**src/rtl/id_pkg.sv**
```systemverilog
// -----------------------------------------------------------------------------
// id_pkg
// Shared definitions for the instruction-decode front stage:
//   - EXT_CTRL_* extender control codes (shared with the immediate extender)
//   - RV32 base opcode constants
//   - IF/ID buffer occupancy encoding and the buffered entry type
//   - is_legal_opcode(): opcode legality helper
//     (only called when ID_ILLEGAL_DET_EN is defined)
// -----------------------------------------------------------------------------
package id_pkg;

    // Extender control codes
    localparam logic [5:0] EXT_CTRL_SHAMT = 6'b000000;
    localparam logic [5:0] EXT_CTRL_ITYPE = 6'b000001;
    localparam logic [5:0] EXT_CTRL_STYPE = 6'b000010;
    localparam logic [5:0] EXT_CTRL_BTYPE = 6'b000011;
    localparam logic [5:0] EXT_CTRL_UTYPE = 6'b000100;
    localparam logic [5:0] EXT_CTRL_JTYPE = 6'b000101;
    localparam logic [5:0] EXT_CTRL_NONE  = 6'b111111;

    // Base opcodes (instr[6:0])
    localparam logic [6:0] OPC_OP_IMM   = 7'b0010011;
    localparam logic [6:0] OPC_LOAD     = 7'b0000011;
    localparam logic [6:0] OPC_JALR     = 7'b1100111;
    localparam logic [6:0] OPC_STORE    = 7'b0100011;
    localparam logic [6:0] OPC_BRANCH   = 7'b1100011;
    localparam logic [6:0] OPC_LUI      = 7'b0110111;
    localparam logic [6:0] OPC_AUIPC    = 7'b0010111;
    localparam logic [6:0] OPC_JAL      = 7'b1101111;
    localparam logic [6:0] OPC_OP       = 7'b0110011;
    localparam logic [6:0] OPC_MISC_MEM = 7'b0001111;
    localparam logic [6:0] OPC_SYSTEM   = 7'b1110011;

    // funct3 values that turn OP-IMM into a shift-by-immediate
    localparam logic [2:0] F3_SLLI = 3'b001;
    localparam logic [2:0] F3_SRXI = 3'b101;

    // IF/ID buffer occupancy
    typedef enum logic [1:0] {
        CNT_EMPTY = 2'd0,
        CNT_ONE   = 2'd1,
        CNT_TWO   = 2'd2
    } cnt_e;

    typedef struct packed {
        logic [31:0] pc;
        logic [31:0] instr;
    } entry_t;

    // A full 7-bit match also enforces instr[1:0] == 2'b11, since every
    // legal opcode ends in 11.
    function automatic logic is_legal_opcode(input logic [6:0] opc);
        case (opc)
            OPC_OP_IMM, OPC_LOAD, OPC_JALR, OPC_STORE, OPC_BRANCH,
            OPC_LUI, OPC_AUIPC, OPC_JAL, OPC_OP, OPC_MISC_MEM,
            OPC_SYSTEM: return 1'b1;
            default:    return 1'b0;
        endcase
    endfunction

endpackage

```
**src/rtl/id_if.sv**
```systemverilog
// -----------------------------------------------------------------------------
// id_if
// Handshake and data bundle of the decode front stage.
//   Upstream (fetch -> stage) : in_valid, in_ready, in_pc, in_instr
//   Downstream (stage -> ext) : out_valid, out_ready, out_pc, out_instr,
//                               register indices, raw immediate fields, out_EXTOp
//   out_illegal exists only when ID_ILLEGAL_DET_EN is defined.
// Modports:
//   slave  - the id_stage side
//   master - the environment side (fetch producer + downstream consumer)
// -----------------------------------------------------------------------------
interface id_if;

    logic        in_valid;
    logic        in_ready;
    logic [31:0] in_pc;
    logic [31:0] in_instr;

    logic        out_valid;
    logic        out_ready;
    logic [31:0] out_pc;
    logic [31:0] out_instr;
    logic [4:0]  out_rs1;
    logic [4:0]  out_rs2;
    logic [4:0]  out_rd;
    logic [4:0]  out_iimm_shamt;
    logic [11:0] out_iimm;
    logic [11:0] out_simm;
    logic [11:0] out_bimm;
    logic [19:0] out_uimm;
    logic [19:0] out_jimm;
    logic [5:0]  out_EXTOp;
`ifdef ID_ILLEGAL_DET_EN
    logic        out_illegal;
`endif

    modport slave (
        input  in_valid, in_pc, in_instr, out_ready,
        output in_ready, out_valid, out_pc, out_instr,
        output out_rs1, out_rs2, out_rd, out_iimm_shamt,
        output out_iimm, out_simm, out_bimm, out_uimm, out_jimm, out_EXTOp
`ifdef ID_ILLEGAL_DET_EN
        , output out_illegal
`endif
    );

    modport master (
        output in_valid, in_pc, in_instr, out_ready,
        input  in_ready, out_valid, out_pc, out_instr,
        input  out_rs1, out_rs2, out_rd, out_iimm_shamt,
        input  out_iimm, out_simm, out_bimm, out_uimm, out_jimm, out_EXTOp
`ifdef ID_ILLEGAL_DET_EN
        , input out_illegal
`endif
    );

endinterface

```
**src/rtl/id_decode.sv**
```systemverilog
// -----------------------------------------------------------------------------
// id_decode
// Purely combinational slicer/decoder for one RV32 instruction.
// Ports:
//   instr      in  32  instruction word
//   rs1/rs2/rd out 5   register indices
//   iimm_shamt out 5   shift amount field instr[24:20]
//   iimm/simm/bimm out 12, uimm/jimm out 20  raw (unextended) immediates
//   ext_op     out 6   extender control (EXT_CTRL_*)
//   illegal    out 1   opcode outside the legal set (ID_ILLEGAL_DET_EN only)
// -----------------------------------------------------------------------------
module id_decode
    import id_pkg::*;
(
    input  logic [31:0] instr,
    output logic [4:0]  rs1,
    output logic [4:0]  rs2,
    output logic [4:0]  rd,
    output logic [4:0]  iimm_shamt,
    output logic [11:0] iimm,
    output logic [11:0] simm,
    output logic [11:0] bimm,
    output logic [19:0] uimm,
    output logic [19:0] jimm,
    output logic [5:0]  ext_op
`ifdef ID_ILLEGAL_DET_EN
    , output logic      illegal
`endif
);

    logic [6:0] w_opcode;
    logic [2:0] w_funct3;

    assign w_opcode = instr[6:0];
    assign w_funct3 = instr[14:12];

    assign rs1        = instr[19:15];
    assign rs2        = instr[24:20];
    assign rd         = instr[11:7];
    assign iimm_shamt = instr[24:20];
    assign iimm       = instr[31:20];
    assign simm       = {instr[31:25], instr[11:7]};
    assign bimm       = {instr[31], instr[7], instr[30:25], instr[11:8]};
    assign uimm       = instr[31:12];
    assign jimm       = {instr[31], instr[19:12], instr[20], instr[30:21]};

    always_comb begin
        // NOTE: default assignment first so every path drives ext_op; no latch.
        ext_op = EXT_CTRL_NONE;
        case (w_opcode)
            OPC_OP_IMM: begin
                if (w_funct3 == F3_SLLI || w_funct3 == F3_SRXI) begin
                    ext_op = EXT_CTRL_SHAMT;
                end else begin
                    ext_op = EXT_CTRL_ITYPE;
                end
            end
            OPC_LOAD, OPC_JALR:  ext_op = EXT_CTRL_ITYPE;
            OPC_STORE:           ext_op = EXT_CTRL_STYPE;
            OPC_BRANCH:          ext_op = EXT_CTRL_BTYPE;
            OPC_LUI, OPC_AUIPC:  ext_op = EXT_CTRL_UTYPE;
            OPC_JAL:             ext_op = EXT_CTRL_JTYPE;
            default:             ext_op = EXT_CTRL_NONE;
        endcase
    end

`ifdef ID_ILLEGAL_DET_EN
    assign illegal = ~is_legal_opcode(w_opcode);
`endif

endmodule

```
**src/rtl/id_stage.sv**
```systemverilog
// -----------------------------------------------------------------------------
// id_stage
// Instruction-decode front stage: 2-entry IF/ID buffer with valid/ready
// handshakes, flush, and combinational decode of the head entry.
// Ports:
//   clk    in  1  rising-edge clock
//   rstn   in  1  asynchronous active-low reset
//   flush  in  1  drop all buffered entries and any same-cycle input beat
//   bus    id_if.slave  fetch input handshake + decoded head outputs
// Optional feature: define ID_ILLEGAL_DET_EN to add bus.out_illegal.
// in_ready / out_valid are registered; no input reaches an output
// except through state.
// -----------------------------------------------------------------------------
module id_stage
    import id_pkg::*;
(
    input  logic clk,
    input  logic rstn,
    input  logic flush,
    id_if.slave  bus
);

    cnt_e   r_state;
    cnt_e   w_state_nxt;
    entry_t r_head;
    entry_t r_tail;
    logic   r_in_ready;
    logic   r_out_valid;

    entry_t w_beat;
    logic   w_push;
    logic   w_pop;

    assign w_beat = {bus.in_pc, bus.in_instr};
    assign w_push = bus.in_valid & r_in_ready & ~flush;
    assign w_pop  = r_out_valid & bus.out_ready;

    always_comb begin
        w_state_nxt = r_state;
        if (flush) begin
            w_state_nxt = CNT_EMPTY;
        end else begin
            case (r_state)
                CNT_EMPTY: if (w_push) w_state_nxt = CNT_ONE;
                CNT_ONE: begin
                    if (w_push && !w_pop)      w_state_nxt = CNT_TWO;
                    else if (w_pop && !w_push) w_state_nxt = CNT_EMPTY;
                end
                CNT_TWO:   if (w_pop) w_state_nxt = CNT_ONE;
                default:   w_state_nxt = CNT_EMPTY;
            endcase
        end
    end

    // Handshake flags are derived from the next state so they are plain
    // flops at the outputs.
    always_ff @(posedge clk or negedge rstn) begin
        if (!rstn) begin
            r_state     <= CNT_EMPTY;
            r_in_ready  <= 1'b1;
            r_out_valid <= 1'b0;
            // NOTE: entries are reset too, so fields read as instr=0 / NONE
            // out of reset rather than X.
            r_head      <= '0;
            r_tail      <= '0;
        end else begin
            // NOTE: non-blocking assignments so every register samples the
            // pre-edge values of the others.
            r_state     <= w_state_nxt;
            r_in_ready  <= (w_state_nxt != CNT_TWO);
            r_out_valid <= (w_state_nxt != CNT_EMPTY);

            // Entry movement. w_push is already gated by flush; a pop during
            // flush may still promote the tail, which is harmless since the
            // state goes EMPTY.
            case (r_state)
                CNT_EMPTY: begin
                    if (w_push) r_head <= w_beat;
                end
                CNT_ONE: begin
                    if (w_push && w_pop) r_head <= w_beat;
                    else if (w_push)     r_tail <= w_beat;
                end
                CNT_TWO: begin
                    if (w_pop) r_head <= r_tail;
                end
                default: ;
            endcase
        end
    end

    assign bus.in_ready  = r_in_ready;
    assign bus.out_valid = r_out_valid;
    assign bus.out_pc    = r_head.pc;
    assign bus.out_instr = r_head.instr;

`ifdef ID_ILLEGAL_DET_EN
    logic w_illegal;
`endif

    id_decode u_decode (
        .instr      (r_head.instr),
        .rs1        (bus.out_rs1),
        .rs2        (bus.out_rs2),
        .rd         (bus.out_rd),
        .iimm_shamt (bus.out_iimm_shamt),
        .iimm       (bus.out_iimm),
        .simm       (bus.out_simm),
        .bimm       (bus.out_bimm),
        .uimm       (bus.out_uimm),
        .jimm       (bus.out_jimm),
        .ext_op     (bus.out_EXTOp)
`ifdef ID_ILLEGAL_DET_EN
        , .illegal  (w_illegal)
`endif
    );

`ifdef ID_ILLEGAL_DET_EN
    assign bus.out_illegal = r_out_valid & w_illegal;
`endif

endmodule

```
**src/flat_wrapper.sv**
```systemverilog
// flat-port wrapper written by rule: the top's interface ports become plain ports
module id_stage_flat import id_pkg::*;
  (clk, rstn, flush, bus_in_valid, bus_in_pc, bus_in_instr, bus_out_ready, bus_in_ready, bus_out_valid, bus_out_pc, bus_out_instr, bus_out_rs1, bus_out_rs2, bus_out_rd, bus_out_iimm_shamt, bus_out_iimm, bus_out_simm, bus_out_bimm, bus_out_uimm, bus_out_jimm, bus_out_EXTOp);
  id_if bus_i ();
  input  logic clk;
  input  logic rstn;
  input  logic flush;
  input wire logic [$bits(bus_i.in_valid)-1:0] bus_in_valid;
  input wire logic [$bits(bus_i.in_pc)-1:0] bus_in_pc;
  input wire logic [$bits(bus_i.in_instr)-1:0] bus_in_instr;
  input wire logic [$bits(bus_i.out_ready)-1:0] bus_out_ready;
  output wire logic [$bits(bus_i.in_ready)-1:0] bus_in_ready;
  output wire logic [$bits(bus_i.out_valid)-1:0] bus_out_valid;
  output wire logic [$bits(bus_i.out_pc)-1:0] bus_out_pc;
  output wire logic [$bits(bus_i.out_instr)-1:0] bus_out_instr;
  output wire logic [$bits(bus_i.out_rs1)-1:0] bus_out_rs1;
  output wire logic [$bits(bus_i.out_rs2)-1:0] bus_out_rs2;
  output wire logic [$bits(bus_i.out_rd)-1:0] bus_out_rd;
  output wire logic [$bits(bus_i.out_iimm_shamt)-1:0] bus_out_iimm_shamt;
  output wire logic [$bits(bus_i.out_iimm)-1:0] bus_out_iimm;
  output wire logic [$bits(bus_i.out_simm)-1:0] bus_out_simm;
  output wire logic [$bits(bus_i.out_bimm)-1:0] bus_out_bimm;
  output wire logic [$bits(bus_i.out_uimm)-1:0] bus_out_uimm;
  output wire logic [$bits(bus_i.out_jimm)-1:0] bus_out_jimm;
  output wire logic [$bits(bus_i.out_EXTOp)-1:0] bus_out_EXTOp;
  assign bus_i.in_valid = bus_in_valid;
  assign bus_i.in_pc = bus_in_pc;
  assign bus_i.in_instr = bus_in_instr;
  assign bus_i.out_ready = bus_out_ready;
  assign bus_in_ready = bus_i.in_ready;
  assign bus_out_valid = bus_i.out_valid;
  assign bus_out_pc = bus_i.out_pc;
  assign bus_out_instr = bus_i.out_instr;
  assign bus_out_rs1 = bus_i.out_rs1;
  assign bus_out_rs2 = bus_i.out_rs2;
  assign bus_out_rd = bus_i.out_rd;
  assign bus_out_iimm_shamt = bus_i.out_iimm_shamt;
  assign bus_out_iimm = bus_i.out_iimm;
  assign bus_out_simm = bus_i.out_simm;
  assign bus_out_bimm = bus_i.out_bimm;
  assign bus_out_uimm = bus_i.out_uimm;
  assign bus_out_jimm = bus_i.out_jimm;
  assign bus_out_EXTOp = bus_i.out_EXTOp;
  id_stage u_core (.clk(clk), .rstn(rstn), .flush(flush), .bus(bus_i));
endmodule
```
**config.mk**
```make
export PLATFORM = sky130hd
export DESIGN_NAME = id_stage_flat
export DESIGN_NICKNAME = d
export VERILOG_FILES = /design/src/rtl/id_pkg.sv /design/src/rtl/id_if.sv /design/src/rtl/id_decode.sv /design/src/rtl/id_stage.sv /design/src/flat_wrapper.sv
export SDC_FILE = /design/constraint.sdc
export NUM_CORES = 1
export LEC_CHECK = 0
export ABC_CLOCK_PERIOD_IN_PS = 2200
export CORE_MARGIN = 1
export CORE_UTILIZATION = 40
export DETAILED_ROUTE_END_ITERATION = 8
export DONT_BUFFER_PORTS = 1
export PLACE_DENSITY_LB_ADDON = 0.25
export SLEW_MARGIN = 15
export SYNTH_ARGS = -nofsm -noshare
export SYNTH_HDL_FRONTEND = slang
export SYNTH_SLANG_ARGS = --single-unit
```
**constraint.sdc**
```tcl
create_clock -name clk -period 2.2 [get_ports clk]
set_clock_uncertainty 0.2 [all_clocks]
set_input_delay 0.22 -clock clk [delete_from_list [all_inputs] [get_ports clk]]
set_output_delay 0.22 -clock clk [all_outputs]
set_load 0.005 [all_outputs]
```
==> flow_summary.toml <==
[drt]
drtIter0Drc = 129
drc = 0
ant_nets = 0
drt-total-wl_um = 13800
wire_per_inst_um = 20.0
dr.pass1.iters = 4
vias = 3685
via_per_inst = 5.33

[setup_path]
critical_path.max_stage_delay_ns = 0.46
slowest_stage = "dfrtp_2"
worst-path-buf-inv = 0
reg2reg_slack_ns = 0.19
cp-start-kind = "flip-flop"
reg2reg_to = "u_core.bus.out_instr[31]"
crit_required_ns = 1.78
path_class = "reg2out"
r2r_start = "u_core.bus.out_valid"
r2r_cells = 5
arrival_ns = 1.74
path_cells = "nor2b_4, a2111oi_4, o211ai_1, a21o_1"
crit_family = "compound AO/OA/AOI/OAI gates"
crit_cells = 4
cp_max_fo = 8
endpoint_kind = "output pin"

[final_layout]
fin_area_um2 = 7370
syn2layout_area_growth_pct = 13.2
regArea_um2 = 3310
diodes = 0
fillCellCount = 1417
finalNetCount = 533
final_util = 0.464
multi_input_area_um2 = 2310
stdcell_count = 692
drive_gt1_frac = 0.263

[outcome]
failed_checks = "negative hold slack"
status = "complete, but fails checks"

[placed_design]
io_buffer_count = 0
dp_hpwl_um = 8140
dp_cells = 593
dp_slack_ns = 0.195
placed_area_um2 = 5990
routabilityCongestion = 0.666

[clocking]
holdBufCountCts = 68
cts_setup_buffers = 0
path_clk_slew_ns = 0.06
htreeDepth = 4
cts_buffers = 17
insertion_delay_ns = 0.41
clockBufferDepth = 2
tritoncts = "yes"
cts-root-buf = "clkbuf_16"
clkSinkCount = 132

[global_route]
track_usage = 0.170
grt_pass1_vias = 4076
antenna_found_initial = 0
grt_overflow = 0
grt_first_pass_wirelength_um = 21400
grt_max_degree = 133

[synthesis]
synthFlopType = "dfrtp_1"
synth_nets = 557
synth.top_cells.by_area = "dfrtp_1 (50%), mux2_4 (14%), buf_4 (11%)"
synth_edf_count = 0
synth_most_common_cell = "dfrtp_1"
synth_cell_types = 31
yosys.area.top_type = "dfrtp_1"
synth_cells = 488
netlist_top_cells_count = "dfrtp_1 (131), buf_4 (98), o21a_1 (64), o22a_1 (64), mux2_4 (60)"
syn_avg_cell_area_um2 = 13.3
syn_area_um2 = 6510
yosysWarningCount = 0
ys_async_sr_fraction = 1.00
yosysSeqAreaShare = 0.508
synth_top_area_share = 0.504
ys_ff_latch = 132

[timing]
hold_ws_ns = -0.702
finalCritPeriodShare = 0.981
max_freq_mhz = 464
max_slew_margin = 0.620
setup_viol = 0
fin_crit_ns = 2.16
final-max-slew-violation-count = 0
finalSetupTns_ns = 0
layout_setup_ws_ns = 0.0428
rsz0062_at_grt = "true"
hold_viol = 132
tightest_slew_ns = 0.568

[floorplan]
rows = 46
die_area_um2 = 16800
fp.dieH_um = 130
ios = 237
core_um2 = 15900
die_x_um = 130
initial_core_util = 0.410

[pwr]
ir_worst_vdd_v = 0.000525
power.share.sequential = 0.468
total_power_mw = 8.89
leakagePower_nw = 3.10
power.internal_mw = 6.47
swShare = 0.273
cellPowerDensity_nw_per_um2 = 1210
p_sw_mw = 2.42
combPwrFrac = 0.185
power_frac_clock = 0.347

[hold_path]
min_path_type = "in2async"

[flow_run]
cap_viol_max_count = 0
[power groups by stage]
| stage | Clock, mW | Sequential (mW) | Combinational [mW] |
|---|---|---|---|
| 2_1_floorplan | 0 | 3.85 | 2.09 |
| 3_3_place_gp | 0 | 4.13 | 1.43 |
| 3_5_place_dp | 0 | 4.15 | 1.49 |
| 4_1_cts | 3.16 | 4.14 | 1.63 |
| 5_1_grt | 3.28 | 4.32 | 1.77 |
| 6_report | 3.08 | 4.16 | 1.65 |
[worst reg2reg max path, stage by stage (launching register included)]
cell and delay [ns]:
dfrtp_1 0.43, and2_0 0.24, o21ai_4 0.48, buf_12 0.28, o22a_1 0.17, o21a_1 0.14
[sequential cells by signal, summed over array words and instances (netlist names)]
signal and cells:
u_core.bus.in_ready 1, u_core.bus.out_pc 32, u_core.bus.out_valid 1, u_core.r_state 2, u_core.r_tail 64, u_core.bus.out_instr 32
[cells in the final DEF (no fill, tap or decap), types with 2 or more instances in the layout]
master         synthesis  final
dfrtp_1              131    126
dlygate4sd3_1          0     68
o22a_1                64     64
o21a_1                64     64
mux2_4                60     60
clkbuf_16              0     17
buf_4                 98      9
nand2_1                6      5
clkbuf_8               0      5
dfrtp_2                0      5
mux2_2                 4      4
bufinv_16              0      4
buf_12                 0      4
nor2b_1                4      3
o21ai_0                4      3
inv_1                  2      2
o211ai_1               2      2
a21oi_1                2      2
nor3_1                 2      2
o21ai_4                2      2
clkinv_2               0      2
[repair_timing]
item | in CTS | in global routing
gates resized for setup | 8 | 8
endpoints found under the setup margin | 4 | 4
pin swaps | 2 | 4
endpoints found under the hold margin | 264 | 132
[layer usage]
| metal | track usage | share of wire |
|---|---|---|
| met5 | 0 | 0 |
| met4 | 0.0554 | 0.0081 |
| met3 | 0.0739 | 0.079 |
| met2 | 0.282 | 0.49 |
| met1 | 0.197 | 0.43 |
[layout make-up]
cell class	instances	area share
Timing Repair Buffer	81	0.112
Clock inverter	8	0.0199
Multi-Input combinational cell	230	0.313
Clock buffer	23	0.0676
Inverter	2	0.00102
Sequential cell	132	0.449
Tap cell	216	0.0367
[kinds of logic (layout without fill, tap and decap cells)]
kind of cell | Yosys count | in the layout | synth area share
muxes | 64 | 64 | 0.145
buffers and inverters | 126 | 114 | 0.146
DFF | 132 | 132 | 0.508
AOI/OAI and AO/OA | 144 | 144 | 0.179
and+or+nand+nor | 22 | 22 | 0.0219
[worst max path at each step]
stage,startpoint,to,slack (ns)
after global routing,u_core.bus.out_instr[2],bus_out_EXTOp[0],-0.05
after CTS,u_core.bus.out_instr[2],bus_out_EXTOp[0],0.004
after global placement,u_core.bus.out_valid,u_core.bus.out_pc[25],0.23
after detailed placement,u_core.bus.out_valid,u_core.bus.out_pc[27],0.19
final,u_core.bus.out_instr[2],bus_out_EXTOp[0],0.04
after floorplan,u_core.bus.out_instr[2],bus_out_EXTOp[0],0.41
No activity file was read; power rests on OpenSTA's default activity.
